## config.mk

```make
export PLATFORM = sky130hd
export DESIGN_NAME = trap_ctrl_rv32
export DESIGN_NICKNAME = d
export VERILOG_FILES = /design/src/rtl/trap_pkg_rv32.sv /design/src/rtl/trap_prio_enc_rv32.sv /design/src/rtl/trap_ctrl_rv32.sv
export SDC_FILE = /design/constraint.sdc
export NUM_CORES = 1
export LEC_CHECK = 0
export ABC_AREA = 1
export CORE_MARGIN = 3
export CORE_UTILIZATION = 27
export CTS_CLUSTER_SIZE = 12
export DETAILED_ROUTE_END_ITERATION = 8
export PLACE_DENSITY_LB_ADDON = 0.08
export SETUP_SLACK_MARGIN = 0.15
export SYNTH_ARGS = -nofsm -noshare
export SYNTH_HDL_FRONTEND = slang
export SYNTH_HIERARCHICAL = 1
export SYNTH_SLANG_ARGS = --single-unit
export TNS_END_PERCENT = 30
```

## constraint.sdc

```tcl
create_clock -name clk_in -period 1.6 [get_ports clk_in]
set_input_delay 0.4 -clock clk_in [delete_from_list [all_inputs] [get_ports clk_in]]
set_output_delay 0.4 -clock clk_in [all_outputs]
set_load 0.01 [all_outputs]
```

## src/rtl/trap_pkg_rv32.sv

```systemverilog
// trap_pkg_rv32: shared trap cause codes, PC select codes and controller state encoding
package trap_pkg_rv32;
  localparam logic [3:0] CAUSE_IMIS = 4'd0;
  localparam logic [3:0] CAUSE_ILL  = 4'd2;
  localparam logic [3:0] CAUSE_MSI  = 4'd3;
  localparam logic [3:0] CAUSE_LMIS = 4'd4;
  localparam logic [3:0] CAUSE_SMIS = 4'd6;
  localparam logic [3:0] CAUSE_MTI  = 4'd7;
  localparam logic [3:0] CAUSE_MEI  = 4'd11;
  localparam logic [1:0] PC_SRC_NORM = 2'b00;
  localparam logic [1:0] PC_SRC_TRAP = 2'b01;
  localparam logic [1:0] PC_SRC_MRET = 2'b10;
  typedef enum logic [1:0] {
    S_RESET       = 2'd0,
    S_OPERATING   = 2'd1,
    S_TRAP_TAKEN  = 2'd2,
    S_TRAP_RETURN = 2'd3
  } trap_state_t;
endpackage

```

## src/rtl/trap_prio_enc_rv32.sv

```systemverilog
// trap_prio_enc_rv32: picks the highest-priority pending exception or enabled interrupt
module trap_prio_enc_rv32
  import trap_pkg_rv32::*;
(
  input  logic       imis,
  input  logic       ill,
  input  logic       lmis,
  input  logic       smis,
  input  logic       mie,
  input  logic       meie,
  input  logic       mtie,
  input  logic       msie,
  input  logic       e_irq,
  input  logic       t_irq,
  input  logic       s_irq,
  output logic       valid,
  output logic [3:0] cause,
  output logic       irq
);
  logic exc, ei, ti, si;
  // exceptions ignore mstatus.MIE; interrupts need global and per-source enables
  always_comb begin
    exc   = imis | ill | lmis | smis;
    ei    = mie & meie & e_irq;
    si    = mie & msie & s_irq;
    ti    = mie & mtie & t_irq;
    valid = exc | ei | si | ti;
    irq   = !exc && (ei | si | ti);
    cause = imis ? CAUSE_IMIS : ill ? CAUSE_ILL : lmis ? CAUSE_LMIS : smis ? CAUSE_SMIS :
            ei ? CAUSE_MEI : si ? CAUSE_MSI : ti ? CAUSE_MTI : 4'd0;
  end
endmodule

```

## src/rtl/trap_ctrl_rv32.sv

```systemverilog
// trap_ctrl_rv32: machine-mode trap/MRET sequencing and CSR/PC control strobes
module trap_ctrl_rv32
  import trap_pkg_rv32::*;
#(
  parameter int VECTORED = 0
) (
  input  logic        clk_in,
  input  logic        rst_in,
  input  logic        stall_in,
  input  logic        mret_in,
  input  logic        misaligned_instr_in,
  input  logic        illegal_instr_in,
  input  logic        misaligned_load_in,
  input  logic        misaligned_store_in,
  input  logic        mie_in,
  input  logic        meie_in,
  input  logic        mtie_in,
  input  logic        msie_in,
  input  logic        e_irq_in,
  input  logic        t_irq_in,
  input  logic        s_irq_in,
  output logic        set_cause_out,
  output logic [3:0]  cause_out,
  output logic        i_or_e_out,
  output logic        set_epc_out,
  output logic        mie_clear_out,
  output logic        mie_set_out,
  output logic [1:0]  pc_src_out,
  output logic [31:0] vec_offset_out,
  output logic        flush_out
);
  trap_state_t state;
  logic [3:0]  lat_cause;
  logic        lat_irq;
  logic        enc_valid, enc_irq;
  logic [3:0]  enc_cause;
  logic        op, trap, ret, taken, rtn;

  trap_prio_enc_rv32 u_enc (
    .imis  (misaligned_instr_in),
    .ill   (illegal_instr_in),
    .lmis  (misaligned_load_in),
    .smis  (misaligned_store_in),
    .mie   (mie_in),
    .meie  (meie_in),
    .mtie  (mtie_in),
    .msie  (msie_in),
    .e_irq (e_irq_in),
    .t_irq (t_irq_in),
    .s_irq (s_irq_in),
    .valid (enc_valid),
    .cause (enc_cause),
    .irq   (enc_irq)
  );

  // output decode; an asserted reset forces every output to its idle value
  always_comb begin
    op             = rst_in && state == S_OPERATING && !stall_in;
    trap           = op && enc_valid;
    ret            = op && !enc_valid && mret_in;
    taken          = rst_in && state == S_TRAP_TAKEN;
    rtn            = rst_in && state == S_TRAP_RETURN;
    set_cause_out  = trap;
    set_epc_out    = trap;
    cause_out      = trap ? enc_cause : 4'd0;
    i_or_e_out     = trap && enc_irq;
    flush_out      = trap | ret | taken | rtn;
    mie_clear_out  = taken;
    mie_set_out    = rtn;
    pc_src_out     = taken ? PC_SRC_TRAP : rtn ? PC_SRC_MRET : PC_SRC_NORM;
    vec_offset_out = (VECTORED != 0 && taken && lat_irq) ? {26'b0, lat_cause, 2'b00} : 32'd0;
  end

  // FSM state and latched cause for the vector offset in the following cycle
  always_ff @(posedge clk_in) begin
    if (!rst_in) begin
      state     <= S_RESET;
      lat_cause <= 4'd0;
      lat_irq   <= 1'b0;
    end else begin
      case (state)
        S_RESET:       state <= S_OPERATING;
        S_OPERATING:   begin
          if (trap) begin
            state     <= S_TRAP_TAKEN;
            lat_cause <= enc_cause;
            lat_irq   <= enc_irq;
          end else if (ret) begin
            state <= S_TRAP_RETURN;
          end
        end
        S_TRAP_TAKEN:  state <= S_OPERATING;
        S_TRAP_RETURN: state <= S_OPERATING;
        default:       state <= S_RESET;
      endcase
    end
  end
endmodule

```

==> flow_metrics.env <==
export IMPL_reg_top3="state x2"
export IMPL_crit_fanout=2
export IMPL_timing_fmax_ghz=0.577
export IMPL_synthTopCellsByCount="34 x sky130_fd_sc_hd__buf_4, 16 x sky130_fd_sc_hd__inv_1, 10 x sky130_fd_sc_hd__nor2_1"
export IMPL_timing_final_max_slew_violations=0
export IMPL_critPathBufInv=6
export IMPL_grt_first_pass_wirelength_um=1970
export IMPL_postPlaceCellArea_um2=749
export IMPL_timing_clock_skew_ns=0.00209
export IMPL_crit_top_cell="sky130_fd_sc_hd__buf_4"
export IMPL_drcViolationCount=0
export IMPL_syn_mean_instance_area_um2=6.01
export IMPL_overall_track_demand_over_capacity_in_global_routing=0.103
export IMPL_run_status="finished, violations left"
export IMPL_gr_total_overflow=0
export IMPL_synthMostInstantiatedCell="sky130_fd_sc_hd__buf_4"
export IMPL_synthDistinctLibCells=16
export IMPL_timing_critical_path_to_type="output port"
export IMPL_timing_max_cap_violations=0
export IMPL_peakVddDrop_uv=374
export IMPL_routedWlPerCell_um=8.37
export IMPL_ys_seq_elements=2
export IMPL_cts_hold_repair_buffers=0
export IMPL_final_hold_worst_slack_ns=0.491
export IMPL_synth_seq_area_share=0.0775
export IMPL_timing_critical_path_cells="buf_8, inv_8, nand2_4, buf_4, buf_4, nor4_2, inv_1, nor2_2, buf_2"
export IMPL_share_of_the_clock_period_used_by_the_worst_path=1.08
export IMPL_drt_vias_per_instance=3.55
export IMPL_hold_path_class="in -> reg"
export IMPL_cp_required_ns=1.20
export IMPL_power_leakage_nw=0.501
export IMPL_regMostFlops="state"
export IMPL_synth_enable_flop_cells=0
export IMPL_crit_reg2reg_capture="state[0]"
export IMPL_ys_flop_type="sky130_fd_sc_hd__dfxtp_1"
export IMPL_layout_drive_gt1_share=0.484
export IMPL_yosys_top_cells_area="sky130_fd_sc_hd__buf_4 49%, sky130_fd_sc_hd__inv_1 12%, sky130_fd_sc_hd__dfxtp_1 7.7%"
export IMPL_type_of_origin_of_the_critical_path="input pin"
export IMPL_holdCritStartpoint="rst_in"
export IMPL_cts_num_sinks=2
export IMPL_detailedRoute_firstPassIterationCount=1
export IMPL_io_buffer_count=26
export IMPL_finalWorstSetupSlack_ns=-0.134
export IMPL_dieWidth_um=49.7
export IMPL_count_of_nets_left_with_antenna_violations_after_detail_routing=0
export IMPL_preCtsSetupSlack_ns=-1.01
export IMPL_power_density_nw_per_um2=394
export IMPL_critPathLaunch="misaligned_store_in"
export IMPL_htree_levels=1
export IMPL_syn_area_um2=517
export IMPL_synth_top_family_by_area="buffers and inverters"
export IMPL_synthesized_area_fraction_occupied_by_xor_and_xnor_cells=0
export IMPL_post_synthesis_cell_type_with_the_largest_combined_area="sky130_fd_sc_hd__buf_4"
export IMPL_final_number_of_setup_violating_endpoints=8
export IMPL_floorplan_die_area_um2=2470
export IMPL_ctsRootBufferMaster="sky130_fd_sc_hd__clkbuf_4"
export IMPL_worst_r2r_startpoint="state[0]"
export IMPL_postSynthCellCount=86
export IMPL_post_layout_total_power_mw=0.323
export IMPL_min_delay_path_depth=4
export IMPL_timing_final_crit_period_ns=1.73
export IMPL_crit_arrival_ns=1.33
export IMPL_synth_largest_type_area_fraction=0.494
export IMPL_synthAdderAreaFrac=0
export IMPL_hold_end="state[0]"
export IMPL_largest_reg_flops=2
export IMPL_cp_top_family="buffers and inverters"
export IMPL_synthMuxAreaShare=0
export IMPL_first_global_vias=468
export IMPL_worst_path_largest_cell_delay_ns=0.21
export IMPL_grt_setup_unrepaired="true"
export IMPL_area_growth_syn_to_layout_pct=58.6
export IMPL_floorplan_initialDensity=0.293
export IMPL_yosys_area_share_simple=0.278
export IMPL_ys_warn_count=6
export IMPL_timing_worst_setup_path_type="in -> out"
export IMPL_place_congestion=0.745
export IMPL_number_of_buffers_created_by_cts=3
export IMPL_ff2ff_path_depth=6
export IMPL_initial_detailed_routing_violation_count=0
export IMPL_failed_checks="negative setup slack"
export IMPL_core_area_um2=1760
export IMPL_chipHeight_um=49.7
export IMPL_design_area_um2=820
export IMPL_grt_start_max_net_pins=7
export IMPL_antennaDiodeCount=0
export IMPL_routed_wl_um=1250
export IMPL_dpl_hpwl_um=921
export IMPL_clock_tree_buffer_depth=2
export IMPL_antenna_found_initial=0
export IMPL_rows=15
export IMPL_clock_latency_ns=0.23
export IMPL_layout_nets=141
export IMPL_routed_via_count=529
export IMPL_timing_reg2reg_setup_slack_ns=0.68
export IMPL_top_level_ports=59
export IMPL_cts_tree="built"
export IMPL_synth_compound_area_share=0.0194
export IMPL_asyncSetResetFlopFracSynth=0
export IMPL_final_hold_violation_count=0
export IMPL_clk_pin_slew_ns=0.03
export IMPL_worst_path_max_delay_cell="sky130_fd_sc_hd__nor4_2"
export IMPL_finish_utilization=0.465
## placed cells by master (no fill, tap or decap), types with 2 or more instances in the layout
master	instances
sky130_fd_sc_hd__conb_1	32
sky130_fd_sc_hd__nand4_1	2
sky130_fd_sc_hd__nand2_2	3
sky130_fd_sc_hd__buf_8	2
sky130_fd_sc_hd__inv_1	12
sky130_fd_sc_hd__nand2_4	2
sky130_fd_sc_hd__nand3_4	4
sky130_fd_sc_hd__buf_4	9
sky130_fd_sc_hd__nor2_1	7
sky130_fd_sc_hd__clkbuf_2	6
sky130_fd_sc_hd__clkbuf_4	3
sky130_fd_sc_hd__nor2_2	3
sky130_fd_sc_hd__inv_2	3
sky130_fd_sc_hd__buf_2	14
sky130_fd_sc_hd__nand2_1	4
sky130_fd_sc_hd__buf_6	4
## cells by family after synthesis
logic type      count (synthesis)
buf+inv                        51
other cells                     1
flops                           2
simple gates                   30
compound gates                  2
## worst max path at each step
stage,endpoint,slack (ns),depth (start not counted)
floorplan,set_epc_out,0.09,7
global placement,flush_out,-1.0,10
detailed placement,flush_out,-1.01,10
CTS,cause_out[2],-0.19,9
global route,cause_out[3],-0.22,9
finish,cause_out[3],-0.13,9
## final cells by class
type / instances / area [µm²]
Fill cell: 203 / 945
Sequential cell: 2 / 41.3
Clock buffer: 3 / 22.5
Tap cell: 25 / 31.3
Multi-Input combinational cell: 64 / 369
Timing Repair Buffer: 38 / 272
Inverter: 17 / 83.8
## through the flow
| step | setup TNS (ns) | instances |
|---|---|---|
| after floorplan | 0 | 117 |
| after global routing | -1.69 | 149 |
| after detailed placement | -10.34 | 140 |
| after global placement | -10.16 | 140 |
| after CTS | -1.34 | 149 |
| final | -0.821 | 149 |
## worst min-delay path: cells and delay by family
kind | cells | cell delay, ns
buf+inv | 3 | 0.24
simple gates | 1 | 0.04
## per-layer routing
metal,vias up,track usage,share of wire
met1,229,0.102,0.33
met4,0,0.0276,0
met5,-,0,0
met3,0,0.0393,0.11
met2,32,0.196,0.56
li1,268,-,-
## timing repair
item,in CTS,in global routing
hold endpoints to repair,0,0
buffers inserted,6,0
resized for setup,91,27
pin swaps,12,5
setup endpoints to repair,14,12
## where the power goes
group	internal (mW)	leakage, nW	switching (mW)	total [mW]
clock network	0.0827	0.0138	0.0287	0.111
logic	0.0618	0.470	0.0942	0.156
registers	0.0534	0.0170	0.00249	0.0559
total	0.198	0.501	0.125	0.323
Note: power is estimated with default switching activity, not from simulation.
